File: config.mk
export PLATFORM = sky130hd
export DESIGN_NAME = sine_burst_ctrl
export DESIGN_NICKNAME = d
export VERILOG_FILES = /design/src/rtl/sine_burst_ctrl.sv
export SDC_FILE = /design/constraint.sdc
export NUM_CORES = 1
export LEC_CHECK = 0
export ABC_AREA = 1
export BUFFER_PORTS_ARGS = -buffer_cell sky130_fd_sc_hd__buf_2
export CORE_ASPECT_RATIO = 0.8
export CORE_UTILIZATION = 33
export CTS_BUF_LIST = sky130_fd_sc_hd__clkbuf_4
export DETAILED_ROUTE_END_ITERATION = 6
export GPL_ROUTABILITY_DRIVEN = 0
export GPL_TIMING_DRIVEN = 0
export MAX_ROUTING_LAYER = met4
export SETUP_SLACK_MARGIN = 0.3
export SYNTH_ARGS = -nofsm -noshare
export SYNTH_HDL_FRONTEND = slang
export SYNTH_SLANG_ARGS = --single-unit
File: constraint.sdc
create_clock -name clk -period 3.5 [get_ports clk]
set_clock_uncertainty 0.15 [all_clocks]
set_input_delay 0.175 -clock clk [delete_from_list [all_inputs] [get_ports clk]]
set_output_delay 0.175 -clock clk [all_outputs]
set_load 0.01 [all_outputs]
File: src/rtl/sine_burst_ctrl.sv
// Burst sequencer for the sine LUT: accepts {phase_inc, periods, gap} commands,
// steps a phase accumulator for the requested number of full periods, then idles for a gap.
module sine_burst_ctrl #(
    parameter int PHASE_W = 32,
    parameter int ADDR_W  = 10,
    parameter int CNT_W   = 16,
    parameter int GAP_W   = 16
) (
    input  logic               clk,
    input  logic               rst_n,
    input  logic               cmd_valid,
    output logic               cmd_ready,
    input  logic [PHASE_W-1:0] cmd_phase_inc,
    input  logic [CNT_W-1:0]   cmd_cycles,
    input  logic [GAP_W-1:0]   cmd_gap,
    input  logic               abort,
    output logic [ADDR_W-1:0]  lut_addr,
    output logic               lut_en,
    output logic               busy,
    output logic [CNT_W-1:0]   cycle_cnt,
    output logic               burst_done,
    output logic               aborted
);

    // state | meaning
    // IDLE  | waiting for a command; cmd_ready unless abort is held
    // RUN   | accumulator stepping, LUT enabled
    // GAP   | post-burst idle time, gap_cnt counting down to zero
    typedef enum logic [1:0] {S_IDLE, S_RUN, S_GAP} state_t;

    state_t state, state_nxt;

    logic [PHASE_W-1:0] acc;
    logic [PHASE_W-1:0] inc_q;
    logic [CNT_W-1:0]   cycles_q;
    logic [GAP_W-1:0]   gap_q;
    logic [GAP_W-1:0]   gap_cnt;
    logic [PHASE_W:0]   acc_sum;
    logic               wrap;
    logic               accept;
    logic               run_last;
    logic               gap_last;

    assign acc_sum  = {1'b0, acc} + {1'b0, inc_q};
    assign wrap     = acc_sum[PHASE_W];
    assign accept   = cmd_valid && cmd_ready;
    assign run_last = (state == S_RUN) && wrap && (cycle_cnt == cycles_q - CNT_W'(1));
    assign gap_last = (state == S_GAP) && (gap_cnt == '0);

    // acc is forced to zero outside RUN, so the address is zero there too
    assign lut_addr = acc[PHASE_W-1 -: ADDR_W];

    always_ff @(posedge clk) begin
        if (!rst_n) begin
            state <= S_IDLE;
        end else begin
            state <= state_nxt;
        end
    end

    always_comb begin
        state_nxt = state;
        if (abort) begin
            state_nxt = S_IDLE;
        end else begin
            case (state)
                S_IDLE: begin
                    if (accept) begin
                        if (cmd_cycles != '0) begin
                            state_nxt = S_RUN;
                        end else if (cmd_gap != '0) begin
                            state_nxt = S_GAP;
                        end
                    end
                end
                S_RUN: begin
                    if (run_last) begin
                        state_nxt = (gap_q != '0) ? S_GAP : S_IDLE;
                    end
                end
                S_GAP: begin
                    if (gap_last) begin
                        state_nxt = S_IDLE;
                    end
                end
                default: state_nxt = S_IDLE;
            endcase
        end
    end

    always_comb begin
        cmd_ready = rst_n && (state == S_IDLE) && !abort;
        lut_en    = (state == S_RUN);
        busy      = (state == S_RUN) || (state == S_GAP);
    end

    always_ff @(posedge clk) begin
        if (!rst_n) begin
            acc        <= '0;
            inc_q      <= '0;
            cycles_q   <= '0;
            gap_q      <= '0;
            gap_cnt    <= '0;
            cycle_cnt  <= '0;
            burst_done <= 1'b0;
            aborted    <= 1'b0;
        end else begin
            burst_done <= 1'b0;
            aborted    <= 1'b0;
            if (abort && state != S_IDLE) begin
                aborted <= 1'b1;
                acc     <= '0;
            end else begin
                case (state)
                    S_IDLE: begin
                        if (accept) begin
                            inc_q     <= cmd_phase_inc;
                            cycles_q  <= cmd_cycles;
                            gap_q     <= cmd_gap;
                            acc       <= '0;
                            cycle_cnt <= '0;
                            gap_cnt   <= cmd_gap - GAP_W'(1);
                            if (cmd_cycles == '0) begin
                                burst_done <= 1'b1;
                            end
                        end
                    end
                    S_RUN: begin
                        acc     <= run_last ? '0 : acc_sum[PHASE_W-1:0];
                        gap_cnt <= gap_q - GAP_W'(1);
                        if (wrap) begin
                            cycle_cnt <= cycle_cnt + CNT_W'(1);
                        end
                        if (run_last) begin
                            burst_done <= 1'b1;
                        end
                    end
                    S_GAP: begin
                        gap_cnt <= gap_cnt - GAP_W'(1);
                    end
                    default: begin
                        acc <= '0;
                    end
                endcase
            end
        end
    end

endmodule

==> reports/results.txt <==
status: completed
row cnt: 53
Core ar.: 0.0266 mm2
Num CTS Buffers: 17
WL per Instance: 14.2 um
worst skew pair latency: 0.61 ns
Sw Share: 0.345
PD cells: 330 mW/mm2
RSZ-0062 raised after global routing: true
Mean Syn Cell Area: 6.06 um2
clock tree root buffer cell: clkbuf_4
Die Area: 0.0281 mm2
crit-path max FO: 10
main combinational cell family by area after synthesis: simple AND/OR/NAND/NOR gates
Starting Density: 0.340
Final Hold Vio Count: 0
Comb pwr share: 0.229
Final ANT Viol Nets: 0
Critical-path top delay cell: dfxtp_1
Hold Path Class: in2reg
initial drt markers: 729
top-area cell type share of the netlist area: 0.292
adder-cell share of the synthesized area: 0.0562
most frequent cells in the layout: 394 x nand2_1, 227 x inv_1, 196 x nor2_1
Achievable Freq: 0.338 GHz
flops & latches, synth: 132
post-route cell area: 0.0110 mm2
area leader, netlist: dfxtp_1
fin crit share: 0.846
setup TNS: 0 ns
Rel. slew slack: 0.528
Final Max Tran Viols: 0
die width: 187 um
min Tclk post-route: 2.96 ns
gr ovfl total: 0
largest net degree at the start of global routing: 17
Avg Vias per Cell: 4.86
Layout Nets: 1,783
Reg clk slew, reported paths: 0.14 ns
gr usage total: 0.217
top cells by area, synth: dfxtp_1 29%, nand2_1 16%, inv_1 9.4%
post-synthesis mux area share: 0
critical path capture point type: flip-flop
synthesized instance count: 1,493
total of max-cap violations: 0
via count: 9,931
XOR/XNOR Fraction of Synth Area: 0.0368
Async SR Flop Fraction: 0
top-level I/O count: 99
LEAKAGE: 5.57 nW
clk sinks: 132
H-tree levels: 4
IO Port Bufs: 97
ys flop type: dfxtp_1
final WL: 29,100 um
first-pass GRT wire length: 46,900 um
clock power share: 0.320
CTS tree: built
Sw Pwr: 1.25 mW
clk buf depth: 2
Max stage delay on crit path: 0.44 ns
Pint: 2.38 mW
Pre-antenna DRT Iters: 5
CP required: 3.80 ns
placed cell areas: 0.00998 mm2
commonest non-fill, non-tap cell in the layout: nand2_1
antenna violations before repair: 1
syn nets: 1,601
simple-gate area share of the yosys netlist: 0.348
startpoint types: flip-flop
number of synthesized flops with an enable pin: 0
P&R area growth vs syn: 21.3%
vias in the first global route: 9,111
worst endpoint data arrival time: 3.26 ns
die span in y: 150 um
synthesized area: 0.00905 mm2
Ys Warns: 0
HPWL after DPL: 22,800 um
Peak VDD IR: 0.199 mV
compound-cell area share of the yosys netlist: 0.142
Worst-Margin Slew: 0.708 ns
Crit Path Class: reg2reg
Seq pwr share: 0.451
sequential-to-total area share from yosys stat: 0.292
final setup violating endpoints: 0
CP cell instances: ha_1, inv_1, fa_1, inv_1, nand2_1, nand2_1, nand3_1, nand2_2, nand2_1, nand2_2, nand2_1, a21oi_1, nand3_2, clkbuf_4, nand4_1, a21oi_1
Yosys cell types: 38
layout cell share with drive strength beyond 1: 0.0984
CP dominant cell by count: nand2_1
# DRC: 0
-- worst max-delay path, delay by kind of cell (launching register included) --
| kind | cells | cell delay [ns] |
|---|---|---|
| and+or+nand+nor | 9 | 0.92 |
| adders and majority gates | 2 | 0.64 |
| DFF | 1 | 0.44 |
| buffers and inverters | 3 | 0.41 |
| AOI/OAI and AO/OA | 2 | 0.28 |
-- sequential cells by signal, indices dropped and copies added (netlist names) --
signal      count
aborted         1
inc_q          32
gap_q          16
acc            32
gap_cnt        16
cycle_cnt      16
cycles_q       16
burst_done      1
state           2
-- path summary, 6_finish.rpt --
path / start / endpoint / slack, ns / depth (start not counted)
worst max-delay path: inc_q[0]$_SDFFE_PN0P_ / acc[24]$_SDFFE_PP0P_ / 0.54 / 16
worst min-delay path: cmd_valid / cycles_q[1]$_SDFFE_PN0P_ / 0.13 / 5
worst max register to register: inc_q[0]$_SDFFE_PN0P_ / acc[24]$_SDFFE_PP0P_ / 0.54 / 16
worst min register to register: gap_q[3]$_SDFFE_PN0P_ / gap_q[3]$_SDFFE_PN0P_ / 0.33 / 2
-- cells by family (layout without fill, tap and decap cells) --
| logic type | count (synthesis) | count (layout) |
|---|---|---|
| compound gates | 247 | 247 |
| simple gates | 748 | 748 |
| other cells | 0 | 1 |
| xor+xnor | 38 | 38 |
| flops | 132 | 132 |
| fa+ha+maj | 40 | 40 |
| buf+inv | 288 | 482 |
-- synthesized netlist by cell type, types with 4 or more instances --
library cell,n
nand2_1,397
inv_1,227
nor2_1,196
dfxtp_1,132
a21oi_1,116
o21ai_0,110
nand3_1,53
nand4_1,46
ha_1,39
clkbuf_1,35
xor2_1,24
nor4_1,16
xnor2_1,14
nor3_1,13
buf_4,11
nand3b_1,10
buf_2,8
o21bai_1,5
and2_1,4
inv_2,4
o21ai_1,4
-- metrics by stage --
step | worst slack (ns) | hold slack [ns] | cells | power, mW | utilization
finish | 0.540 | 0.126 | 2045 | 3.63 | 0.413
detailed placement | 0.466 | 0.254 | 1947 | 2.42 | 0.375
global placement | 0.480 | 0.252 | 1947 | 2.42 | 0.375
floorplan | 1.12 | 0.160 | 1493 | 2.18 | -
CTS | 0.430 | 0.0805 | 2044 | 3.65 | 0.412
global route | 0.297 | 0.121 | 2045 | 3.83 | 0.413
-- power groups by stage --
stage | Clock (mW) | Combinational, mW | Sequential (mW)
after global routing | 1.26 | 0.933 | 1.64
after detailed placement | 0 | 0.755 | 1.67
after CTS | 1.19 | 0.817 | 1.63
after floorplan | 0 | 0.525 | 1.65
after global placement | 0 | 0.751 | 1.67
final | 1.16 | 0.830 | 1.64
-- routing by layer --
layer  global-route usage  share of wire
met1                0.313           0.52
met2                0.305           0.39
met3               0.0408          0.074
met4               0.0570          0.014
met5                    -              0
-- area by class of cell --
type / instances / area [um2]
Antenna cell: 1 / 2.50
Buffer: 57 / 270
Clock buffer: 17 / 128
Clock inverter: 14 / 179
Fill cell: 2935 / 15600
Inverter: 231 / 867
Multi-Input combinational cell: 1073 / 5290
Sequential cell: 132 / 2640
Tap cell: 357 / 447
Timing Repair Buffer: 163 / 1150
-- timing repair --
item | CTS | global route
endpoints found under the setup margin | 0 | 46
resized for setup | 0 | 7
setup buffers | 0 | 0
endpoints found under the hold margin | 77 | 0
hold buffers | 66 | 0
Note: power is estimated with default switching activity, not from simulation.
